==> src/rtl/arb_pkg.sv <==
// -----------------------------------------------------------------------------
// arb_pkg
// Shared definitions for the four-requester round-robin arbiter:
//   N_REQ      - number of requesters (fixed at 4)
//   IDX_W      - width of a requester index
//   arbState_t - arbiter FSM states (ST_IDLE = 0, ST_BUSY = 1)
//   oneHot()   - index to one-hot grant vector
// -----------------------------------------------------------------------------
package arb_pkg;

  localparam int unsigned N_REQ = 4;
  localparam int unsigned IDX_W = 2;

  typedef enum logic {
    ST_IDLE = 1'b0,
    ST_BUSY = 1'b1
  } arbState_t;

  function automatic logic [N_REQ-1:0] oneHot(input logic [IDX_W-1:0] idx);
    logic [N_REQ-1:0] v;
    v      = '0;
    v[idx] = 1'b1;
    return v;
  endfunction

endpackage

==> src/rtl/rr_pick4.sv <==
// -----------------------------------------------------------------------------
// rr_pick4
// Combinational round-robin pick: rotate the eligible requests so that
// requester ptr lands at bit 0, find the first set bit, then un-rotate.
// Ports:
//   req    [3:0] in   raw request vector
//   ptr    [1:0] in   highest-priority requester
//   mask   [3:0] in   requesters excluded from this pick
//   winner [1:0] out  picked requester (equals ptr when any=0)
//   any          out  at least one eligible requester
// -----------------------------------------------------------------------------
module rr_pick4
  import arb_pkg::*;
(
  input  logic [N_REQ-1:0] req,
  input  logic [IDX_W-1:0] ptr,
  input  logic [N_REQ-1:0] mask,
  output logic [IDX_W-1:0] winner,
  output logic             any
);

  logic [N_REQ-1:0]   eligible;
  logic [2*N_REQ-1:0] doubled;
  logic [N_REQ-1:0]   rot;
  logic [IDX_W-1:0]   k;

  always_comb begin
    eligible = req & ~mask;
    // Shifting the doubled vector right implements rotate-right by ptr.
    doubled  = {eligible, eligible} >> ptr;
    rot      = doubled[N_REQ-1:0];

    // Scan top-down so the lowest set bit is the last one written.
    k = '0;
    for (int unsigned i = N_REQ; i > 0; i--) begin
      if (rot[i-1]) begin
        k = IDX_W'(i - 1);
      end
    end

    // 2-bit addition wraps naturally, undoing the rotation.
    winner = ptr + k;
    any    = |eligible;
  end

endmodule

==> src/rtl/rr_arbiter4.sv <==
// -----------------------------------------------------------------------------
// rr_arbiter4
// Four-requester round-robin arbiter with registered one-hot grants held until
// the owner drops its request. A release with other requests pending hands the
// grant straight to the next winner without an idle cycle.
//
// Optional feature (compile-time macro ARB_TIMEOUT_EN): an owner that has held
// the grant for HOLD_MAX cycles is preempted when another requester is waiting.
// Without the macro HOLD_MAX is only range-checked and grants are held
// indefinitely.
//
// Parameters:
//   HOLD_MAX  maximum consecutive grant cycles before preemption (1..255)
// Ports:
//   clk           in   rising-edge clock
//   reset         in   asynchronous active-high reset
//   req      [3:0] in  request vector
//   gnt      [3:0] out registered one-hot grant, zero when no owner
//   gntIdx   [1:0] out index of current owner, zero when gntValid=0
//   gntValid       out high while a grant is active
// -----------------------------------------------------------------------------
module rr_arbiter4
  import arb_pkg::*;
#(
  parameter int unsigned HOLD_MAX = 8
) (
  input  logic             clk,
  input  logic             reset,
  input  logic [N_REQ-1:0] req,
  output logic [N_REQ-1:0] gnt,
  output logic [IDX_W-1:0] gntIdx,
  output logic             gntValid
);

  if (HOLD_MAX == 0 || HOLD_MAX > 255) begin : gHoldRange
    $error("rr_arbiter4: HOLD_MAX must be in 1..255");
  end

  arbState_t        stateQ, stateD;
  logic [IDX_W-1:0] ptrQ, ptrD;
  logic [N_REQ-1:0] gntD;
  logic [IDX_W-1:0] gntIdxD;
  logic             gntValidD;
  logic             newGrant;

  logic [N_REQ-1:0] pickMask;
  logic [IDX_W-1:0] pickWinner;
  logic             pickAny;

  rr_pick4 uPick (
    .req    (req),
    .ptr    (ptrQ),
    .mask   (pickMask),
    .winner (pickWinner),
    .any    (pickAny)
  );

`ifdef ARB_TIMEOUT_EN
  localparam logic [7:0] HOLD_LIM = 8'(HOLD_MAX);

  logic [7:0] holdCnt;
  logic       holdExpired;

  // holdCnt counts BUSY edges already completed; the upcoming edge is the
  // HOLD_MAX-th one once holdCnt reaches HOLD_MAX-1.
  assign holdExpired = (holdCnt >= HOLD_LIM - 8'd1);

  // While the owner still holds, mask it out so pickAny means "someone else
  // is waiting" and pickWinner is the preemption target.
  always_comb begin
    pickMask = '0;
    if (stateQ == ST_BUSY && req[gntIdx]) begin
      pickMask = oneHot(gntIdx);
    end
  end

  always_ff @(posedge clk or posedge reset) begin
    if (reset) begin
      holdCnt <= '0;
    end else if (newGrant || stateD == ST_IDLE) begin
      holdCnt <= '0;
    end else if (holdCnt < HOLD_LIM) begin
      holdCnt <= holdCnt + 8'd1;
    end
  end
`else
  assign pickMask = '0;
`endif

  always_comb begin
    stateD    = stateQ;
    ptrD      = ptrQ;
    gntD      = gnt;
    gntIdxD   = gntIdx;
    gntValidD = gntValid;
    newGrant  = 1'b0;

    case (stateQ)
      ST_IDLE: begin
        if (pickAny) begin
          newGrant = 1'b1;
        end
      end
      ST_BUSY: begin
        if (!req[gntIdx]) begin
          if (pickAny) begin
            newGrant = 1'b1;
          end else begin
            stateD    = ST_IDLE;
            gntD      = '0;
            gntIdxD   = '0;
            gntValidD = 1'b0;
          end
        end
`ifdef ARB_TIMEOUT_EN
        else if (holdExpired && pickAny) begin
          newGrant = 1'b1;
        end
`endif
      end
    endcase

    if (newGrant) begin
      stateD    = ST_BUSY;
      gntD      = oneHot(pickWinner);
      gntIdxD   = pickWinner;
      gntValidD = 1'b1;
      ptrD      = pickWinner + 2'd1;
    end
  end

  always_ff @(posedge clk or posedge reset) begin
    if (reset) begin
      stateQ   <= ST_IDLE;
      ptrQ     <= '0;
      gnt      <= '0;
      gntIdx   <= '0;
      gntValid <= 1'b0;
    end else begin
      stateQ   <= stateD;
      ptrQ     <= ptrD;
      gnt      <= gntD;
      gntIdx   <= gntIdxD;
      gntValid <= gntValidD;
    end
  end

endmodule

==> config.mk <==
export PLATFORM = sky130hd
export DESIGN_NAME = rr_arbiter4
export DESIGN_NICKNAME = d
export VERILOG_FILES = /design/src/rtl/arb_pkg.sv /design/src/rtl/rr_pick4.sv /design/src/rtl/rr_arbiter4.sv
export SDC_FILE = /design/constraint.sdc
export NUM_CORES = 1
export LEC_CHECK = 0
export ABC_AREA = 1
export CORE_AREA = 2 2 57 46
export DETAILED_ROUTE_END_ITERATION = 8
export DIE_AREA = 0 0 59 48
export PLACE_DENSITY = 0.56
export SYNTH_ARGS = -nofsm -noshare
export SYNTH_HDL_FRONTEND = slang
export SYNTH_SLANG_ARGS = --single-unit
==> constraint.sdc <==
create_clock -name clk -period 3.72 [get_ports clk]
set_input_delay 0.372 -clock clk [delete_from_list [all_inputs] [get_ports clk]]
set_output_delay 0.372 -clock clk [all_outputs]
set_load 0.01 [all_outputs]
-- After elaboration in Yosys (flattened, before gate mapping)
Index checks and enable logic that the tools add are counted.
- input bits: 6
- bits in registers: 10
- output and inout bits: 7
- muxes and demuxes: 26
- shift-type cells: 1
- add/subtract/negate cells: 2
- $lt $le $gt $ge: 3
- reductions and logical operators: 4
- bitwise logic cells: 1
- equality and inequality tests: 2
- operators by type and width (kind ; count):
    two-way mux 2 bit ; 8
    two-way mux 4 bit ; 4
    two-way mux 1 bit ; 11
    right shift 8 x 2 -> 4 bit ; 1
    < comparator 2 x 3 -> 1 bit (second input constant) ; 2
    != test 2 bit (second input constant) ; 2
    OR reduction 4 bit ; 1
    AND reduction 3 bit ; 1
    adder 2 x 1 -> 2 bit (second input constant) ; 1
    adder 2 bit ; 1
    binary-select mux 1 bit (select 2 bit) ; 1
    demux 1 bit (select 2 bit) ; 1
    >= comparator 2 x 1 -> 1 bit (second input constant) ; 1
    one-hot mux 1 bit (2 select lines) ; 1
    nonzero test 2 bit ; 1
    logical AND 1 bit ; 1
    NOT 1 bit ; 1

-- Depth between registers and ports, before layout
Gate-level depths: netlist of run 1.
- word-level depth: 11
- mapped depth: 13

-- By module
Synthesis of run 1 repeated with hierarchy kept, for this count alone.
- cell total of the unflattened synthesis: 108
- area, all modules: 763.2 µm²
- by module, submodules not included (module ; times used ; area an instance (µm²) ; cells an instance):
    rr_arbiter4 ; 1 ; 556.8 ; 65
    rr_pick4 ; 1 ; 206.4 ; 43

-- Worst setup path after synthesis of run 1
No wires, ideal clock.
- kind: register to register
- start: register ptrQ[1]
- end: register ptrQ[1]
- arrival time: 1.585 ns
- setup time: 0.123 ns
- clock period less this slack: 1.708 ns
- stages on the path, launching flop included: 14
- buffers on the path: 1
- slack: 2.012 ns
- cells stage by stage: dfrtp_1 > buf_4 > inv_1 > nand3_1 > nand2_1 > nand3_1 > a21boi_0 > ha_1 > xnor2_1 > inv_1 > nand2_2 > nand2_2 > nand2_2 > nand3_2
- longest elaborated chain between the ends: 7
- ends and longest elaborated chain (item ; RTL line ; RTL):
    start, declared ; rr_arbiter4.sv:40 ; logic [IDX_W-1:0] ptrQ, ptrD;
    start signal, assigned ; rr_arbiter4.sv:141 ; ptrQ <= ptrD;
    right shift 8 x 2 -> 4 bit ; rr_pick4.sv:30 ; doubled = {eligible, eligible} >> ptr;
    two-way mux 2 bit (4 in a row) ; rr_pick4.sv:36 ; if (rot[i-1]) begin
    adder 2 bit (*) ; rr_pick4.sv:42 ; winner = ptr + k;
    adder 2 x 1 -> 2 bit (*) ; rr_arbiter4.sv:128 ; ptrD = pickWinner + 2'd1;
Every way passes the cells marked *; elsewhere a longest branch is shown, timed or not.
A chain may end at the register's enable or synchronous reset.

-- Worst setup path after layout of run 1
- start: input port req[3]
- end: register ptrQ[1]
- longest elaborated chain between the ends: 7
- elaborated cells on any way between the ends: 13
- classes of those cells: 2 x add/sub; 1 x shift; 9 x mux; 1 x reduce/logical
- ends and longest elaborated chain (item ; RTL line ; RTL):
    start, declared ; rr_arbiter4.sv:29 ; input logic [N_REQ-1:0] req,
    right shift 8 x 2 -> 4 bit ; rr_pick4.sv:30 ;
    two-way mux 2 bit (4 in a row) ; rr_pick4.sv:36 ;
    adder 2 bit ; rr_pick4.sv:42 ;
    adder 2 x 1 -> 2 bit ; rr_arbiter4.sv:128 ;
Several ways; a longest one is shown, not always the timed one. The select of a mux whose other input is x is not followed.

==> results.sh, run 1 <==
export IMPL_status="finished clean"
export IMPL_grt_util_all_layers_pct=10.5
export IMPL_max_slew_margin_pct=74.5
export IMPL_yosys_cell_types_count=16
export IMPL_mapped_cells=89
export IMPL_detail_route_drc_violations=0
export IMPL_cts_sinks=10
export IMPL_critPathLaunchType="input pin"
export IMPL_crit_path_end_kind="flop"
export IMPL_required_time_of_the_critical_path_ps=3870
export IMPL_area_growth_syn_to_layout_pct=29.1
export IMPL_die_height_um=48
export IMPL_ios=13
export IMPL_timing_max_transition_violations_final=0
export IMPL_cts_tree="built"
export IMPL_die_area_sq_um=2830
export IMPL_mean_instance_size_in_the_synthesized_netlist_sq_um=6.96
export IMPL_maximum_number_of_pins_on_one_net_before_global_route_repair=11
export IMPL_clkSlewWorstSetupHoldPaths_ps=70
export IMPL_die_width_um=59
export IMPL_ys_seq_area_share_pct=40.4
export IMPL_finish_utilization_pct=36.1
export IMPL_reg2reg_start="ptrQ[1]"
export IMPL_route_vias_total=591
export IMPL_power_per_cell_area_nw_per_um2=977
export IMPL_crit_start="req[3]"
export IMPL_drt_antenna_violating_nets=0
export IMPL_drt_pass1_iterations=4
export IMPL_diodes_inserted=0
export IMPL_synth_warnings=0
export IMPL_residual_overflow_from_global_routing=0
export IMPL_drt_initial_drc_count=16
export IMPL_timing_critical_path_arrival_ps=2120
export IMPL_cts_htree_levels=1
export IMPL_total_leakage_power_nw=0.424
export IMPL_period_share_pct=53.0
export IMPL_drv_cap=0
export IMPL_worst_slew_pin_slew_ps=382
export IMPL_timing_clock_skew_ps=2.43
export IMPL_cts_buffer_depth=2
export IMPL_final_cell_count_no_fill=129
export IMPL_antenna_found_initial=0
export IMPL_initial_utilization_pct=28.0
export IMPL_criticalPathCategory="in2reg"
export IMPL_post_drt_via_cell_ratio=4.58
export IMPL_rows=15
export IMPL_setup_tns_final_ps=0
export IMPL_grt_first_pass_wirelength_um=2190
export IMPL_timing_final_crit_period_ps=1970
export IMPL_fmax_mhz=507
export IMPL_power_ir_vdd_worst_uv=493
export IMPL_synth_net_count=96
export IMPL_post_cts_setup_repair_buffer_count=0
export IMPL_synthesis_area_sq_um=619
export IMPL_final_layout_size_suffix_gt1_share_pct=12.5
export IMPL_resized_gates_after_cts=0
export IMPL_number_of_global_route_vias_before_repair=536
export IMPL_totalWireLength_um=1290
export IMPL_synth_seq_cells=10
export IMPL_insertion_delay_ps=260
export IMPL_place_inst=125
export IMPL_dp_hpwl_um=1060
export IMPL_setup_viol_count_final=0
export IMPL_critical_path_peak_fanout=4
export IMPL_min_path_type="in2async"
export IMPL_tritoncts_num_buffers=3
export IMPL_port_buffers=12
export IMPL_fin_total_pwr_mw=0.781
export IMPL_finish_net_count=112
export IMPL_wire_per_inst_um=9.98
export IMPL_reg2reg_setup_slack_ps=1860
export IMPL_clock_tree_root_cell="sky130_fd_sc_hd__clkbuf_4"
export IMPL_gpl_congestion=0.719
export IMPL_finalHoldViolations=0
export IMPL_rsz0062_at_grt="no"
export IMPL_holdBufCountCts=0
export IMPL_core_sq_um=2210
metal layers:
metal | vias up | wire length, um | global-route usage [%]
met5 | - | 0 | 0
met4 | 0 | 4 | 1.36
met3 | 2 | 42 | 4.86
met2 | 8 | 625 | 18.7
met1 | 271 | 615 | 12.2
li1 | 310 | - | -
worst max-delay path: stages:
cell and delay (ps):
sky130_fd_sc_hd__clkdlybuf4s50_1 540, sky130_fd_sc_hd__nand2_1 100, sky130_fd_sc_hd__nand3_1 90, sky130_fd_sc_hd__nand2_1 80, sky130_fd_sc_hd__nand3_1 70, sky130_fd_sc_hd__a21boi_0 90, sky130_fd_sc_hd__ha_1 200, sky130_fd_sc_hd__xnor2_1 220
sky130_fd_sc_hd__inv_1 80, sky130_fd_sc_hd__nand2_2 100, sky130_fd_sc_hd__nand2_2 70, sky130_fd_sc_hd__nand2_2 70, sky130_fd_sc_hd__nand3_2 50
cell families (layout without fill, tap and decap cells):
kind of cell,Yosys count,count (layout),share of synthesized area (%)
and+or+nand+nor,61,61,43.8
buffers and inverters,12,27,7.88
DFF,10,10,40.4
AOI/OAI and AO/OA,4,4,4.45
adders and majority gates,1,1,2.02
xor gates and xnor gates,1,1,1.41
sequential cells by signal, indices dropped and copies added (netlist names):
register and cells:
gnt 4, gntIdx 2, ptrQ 2, gntValid 1, stateQ 1
final timing paths:
check	to	cells past startpoint
worst min-delay path	gntIdx[1]	2
worst max register to register	ptrQ[1]	12
max in group asynchronous	gntIdx[0]	2
min in group clk	gntValid	2
worst min register to register	gntValid	2
worst max-delay path	ptrQ[1]	13
where the power goes:
part           switching, mW  internal, mW  total, mW
combinational          0.283         0.200      0.483
sequential            0.0414         0.158      0.199
clock                 0.0388        0.0594     0.0981
cell usage in the layout (no fill, tap or decap):
| cell | instances |
|---|---|
| sky130_fd_sc_hd__clkinv_1 | 1 |
| sky130_fd_sc_hd__nor2_1 | 4 |
| sky130_fd_sc_hd__clkbuf_8 | 1 |
| sky130_fd_sc_hd__dfrtp_1 | 10 |
| sky130_fd_sc_hd__inv_2 | 1 |
| sky130_fd_sc_hd__xnor2_1 | 1 |
| sky130_fd_sc_hd__nand2_2 | 5 |
| sky130_fd_sc_hd__nand3_1 | 14 |
| sky130_fd_sc_hd__nand2_1 | 36 |
| sky130_fd_sc_hd__a21boi_0 | 1 |
| sky130_fd_sc_hd__a21oi_1 | 1 |
| sky130_fd_sc_hd__o22ai_1 | 1 |
| sky130_fd_sc_hd__nand3_2 | 2 |
| sky130_fd_sc_hd__inv_1 | 9 |
| sky130_fd_sc_hd__ha_1 | 1 |
| sky130_fd_sc_hd__o21ai_2 | 1 |
| sky130_fd_sc_hd__clkdlybuf4s50_1 | 12 |
| sky130_fd_sc_hd__clkbuf_4 | 3 |
cell usage after synthesis:
cell,n,area share [%]
sky130_fd_sc_hd__nand2_1,36,22
sky130_fd_sc_hd__nand3_1,14,11
sky130_fd_sc_hd__dfrtp_1,10,40
sky130_fd_sc_hd__inv_1,9,5.5
sky130_fd_sc_hd__nand2_2,5,5.1
sky130_fd_sc_hd__nor2_1,4,2.4
sky130_fd_sc_hd__nand3_2,2,3.2
sky130_fd_sc_hd__a21boi_0,1,1.2
sky130_fd_sc_hd__a21oi_1,1,0.81
sky130_fd_sc_hd__buf_4,1,1.2
sky130_fd_sc_hd__clkinv_1,1,0.61
sky130_fd_sc_hd__ha_1,1,2.0
sky130_fd_sc_hd__inv_2,1,0.61
sky130_fd_sc_hd__o21ai_2,1,1.4
sky130_fd_sc_hd__o22ai_1,1,1.0
sky130_fd_sc_hd__xnor2_1,1,1.4
metrics by stage:
| stage | hold slack (ps) | setup slack [ps] | area (sq um) |
|---|---|---|---|
| after global placement | 464 | 1550 | 763 |
| after global routing | 410 | 1580 | 800 |
| final | 377 | 1750 | 800 |
| after detailed placement | 466 | 1450 | 763 |
| after floorplan | 212 | 2010 | 619 |
| after CTS | 382 | 1740 | 800 |
cell type report:
type	instances	area (sq um)
multi-input cells	67	320
repair buffers	12	120
well taps	25	31.3
flip-flops and latches	10	250
fillers	236	1420
clock buffers	4	36.3
inverters	11	41.3
(Power assumes the default switching activity.)
==> inputs of run 2 (changes only) <==
Settings changed: PLACE_DENSITY 0.56 to 0.58.
Clock period 3.72 ns to 1.8 ns, I/O delays scaled along.
==> results.sh, run 2 (same netlist as run 1, synthesis figures left out) <==
export IMPL_status="finished clean"
export IMPL_maxUsedRoutingLayer="met4"
export IMPL_maximum_number_of_pins_on_one_net_before_global_route_repair=11
export IMPL_timing_clock_skew_ps=7.79
export IMPL_die_height_um=48
export IMPL_critical_path_top_cell_by_count="sky130_fd_sc_hd__nand2_2"
export IMPL_proportion_of_power_drawn_by_combinational_gates_pct=68.2
export IMPL_holdBufCountCts=0
export IMPL_power_ir_vdd_worst_uv=891
export IMPL_timing_critical_path_arrival_ps=1920
export IMPL_mostFrequentLayoutCells="sky130_fd_sc_hd__nand2_1 (28), sky130_fd_sc_hd__clkdlybuf4s50_1 (12), sky130_fd_sc_hd__buf_4 (12)"
export IMPL_placement_setup_worst_slack_ps=-207
export IMPL_fmax_mhz=567
export IMPL_cts_buffer_depth=2
export IMPL_totalWireLength_um=1470
export IMPL_insertion_delay_ps=270
export IMPL_largestRegisters="gnt: 4 flops, gntIdx: 2 flops, ptrQ: 2 flops"
export IMPL_crit_path_end_kind="flop"
export IMPL_antenna_found_initial=0
export IMPL_final_fill_count=218
export IMPL_final_layout_size_suffix_gt1_share_pct=40.5
export IMPL_worst_slew_pin_slew_ps=389
export IMPL_drt_antenna_violating_nets=0
export IMPL_port_buffers=12
export IMPL_timing_final_ws_setup_ps=35.8
export IMPL_power_share_switching_pct=45.4
export IMPL_timing_max_transition_violations_final=0
export IMPL_power_sequential_fraction_pct=21.6
export IMPL_dr_wl_met3_um=67
export IMPL_grt_util_all_layers_pct=11.8
export IMPL_die_width_um=59
export IMPL_gpl_congestion=0.726
export IMPL_rows=15
export IMPL_multiInputGateArea_sq_um=402
export IMPL_wire_per_inst_um=10.4
export IMPL_initial_utilization_pct=28.0
export IMPL_clkSlewWorstSetupHoldPaths_ps=70
export IMPL_post_drt_via_cell_ratio=4.63
export IMPL_power_per_cell_area_nw_per_um2=2030
export IMPL_finalHoldViolations=0
export IMPL_drt_initial_drc_count=10
export IMPL_layout_cells_most_common="sky130_fd_sc_hd__nand2_1"
export IMPL_core_sq_um=2210
export IMPL_critPathLaunchType="flop"
export IMPL_setup_viol_count_final=0
export IMPL_timing_critical_path_buf_inv=2
export IMPL_number_of_global_route_vias_before_repair=564
export IMPL_residual_overflow_from_global_routing=0
export IMPL_detailroute_wirelength_met2_um=710
export IMPL_cts_tree="built"
export IMPL_internal_power_mw=1.08
export IMPL_seq_area_sq_um=253
export IMPL_regMostFlops="gnt"
export IMPL_setup_tns_final_ps=0
export IMPL_min_path_type="in2async"
export IMPL_largest_register_ffs=4
export IMPL_timing_critical_path_slowest_cell_delay_ps=460
export IMPL_power_frac_clock_pct=10.2
export IMPL_diodes_inserted=0
export IMPL_path_delay_family="flip-flops"
export IMPL_ios=13
export IMPL_critical_path_peak_fanout=6
export IMPL_route_vias_total=653
export IMPL_total_leakage_power_nw=0.511
export IMPL_cts_htree_levels=1
export IMPL_slowest_stage="sky130_fd_sc_hd__dfrtp_2"
export IMPL_met1_length_um=669
export IMPL_drt_pass1_iterations=4
export IMPL_criticalPathCategory="reg2reg"
export IMPL_dp_hpwl_um=1090
export IMPL_max_slew_margin_pct=74.0
export IMPL_finish_net_count=124
export IMPL_switchingPower_mw=0.900
export IMPL_tritoncts_num_buffers=3
export IMPL_timing_final_crit_period_ps=1760
export IMPL_period_share_pct=98.0
export IMPL_rsz0062_at_grt="yes"
export IMPL_drv_cap=0
export IMPL_detail_route_drc_violations=0
export IMPL_timing_critical_path_cells="inv_4 > nand2_4 > nand3_2 > nand2_2 > a21boi_2 > ha_2 > xnor2_2 > inv_1 > nand2_2 > nand2_2 > nand2_2 > nand3_2"
export IMPL_clock_tree_root_cell="sky130_fd_sc_hd__clkbuf_4"
export IMPL_required_time_of_the_critical_path_ps=1960
export IMPL_grt_first_pass_wirelength_um=2370
export IMPL_die_area_sq_um=2830
export IMPL_cts_sinks=10
export IMPL_area_growth_syn_to_layout_pct=58.0
-- run 2: cell types whose count changed in the layout (fill, tap and decap cells not counted), sizes merged --
| cell | change |
|---|---|
| buf | +12 |
-- run 2: final cells by class --
cell class,instances,share of cell area (%)
well taps,25,3.20
inverters,11,4.73
flip-flops and latches,10,25.8
repair buffers,24,21.5
multi-input cells,67,41.0
clock buffers,4,3.71
-- run 2: layer usage --
metal | vias up | global-route usage (%)
li1 | 340 | -
met1 | 298 | 13.3
met2 | 10 | 19.1
met3 | 5 | 5.68
met4 | 0 | 5.91
met5 | - | 0
-- run 2: power groups by stage --
| stage | sequential (mW) | combinational [mW] | clock, mW |
|---|---|---|---|
| global placement | 0.409 | 1.11 | 0 |
| finish | 0.429 | 1.35 | 0.202 |
| detailed placement | 0.410 | 1.13 | 0 |
| floorplan | 0.417 | 0.741 | 0 |
| CTS | 0.407 | 1.16 | 0.213 |
| global route | 0.442 | 1.51 | 0.222 |
-- run 2: path summary, 6_finish.rpt --
kind                          from      end  slack, ps  depth (start not counted)
max                        ptrQ[0]  ptrQ[1]         40                         12
min                          reset   gnt[2]        180                          2
max reg2reg                ptrQ[0]  ptrQ[1]         40                         12
min reg2reg                 gnt[2]   gnt[2]        480                          2
max in group asynchronous    reset  ptrQ[1]       1320                          2
min in group clk            gnt[2]   gnt[2]        480                          2
-- run 2: repair_timing --
item | in CTS | in global routing
setup endpoints to repair | 5 | 6
pin swaps | 0 | 9
setup buffers | 1 | 3
gates resized for setup | 1 | 26
-- run 2: stage by stage --
step | hold WS [ps] | instance area, sq um | power, mW | util (%) | std cells
after floorplan | 20.2 | 619 | 1.16 | - | 89
after global placement | 466 | 823 | 1.52 | 37.2 | 133
after detailed placement | 463 | 823 | 1.54 | 37.2 | 133
after CTS | 189 | 867 | 1.77 | 39.2 | 138
after global routing | 212 | 978 | 2.18 | 44.2 | 141
final | 182 | 978 | 1.98 | 44.2 | 141
-- run 2: worst reg2reg max path, delay by kind of cell (launching register included) --
family / cells / cell delay (ps)
flops: 1 / 460
simple gates: 7 / 460
buf+inv: 2 / 200
fa+ha+maj: 1 / 190
xor+xnor: 1 / 190
compound gates: 1 / 150
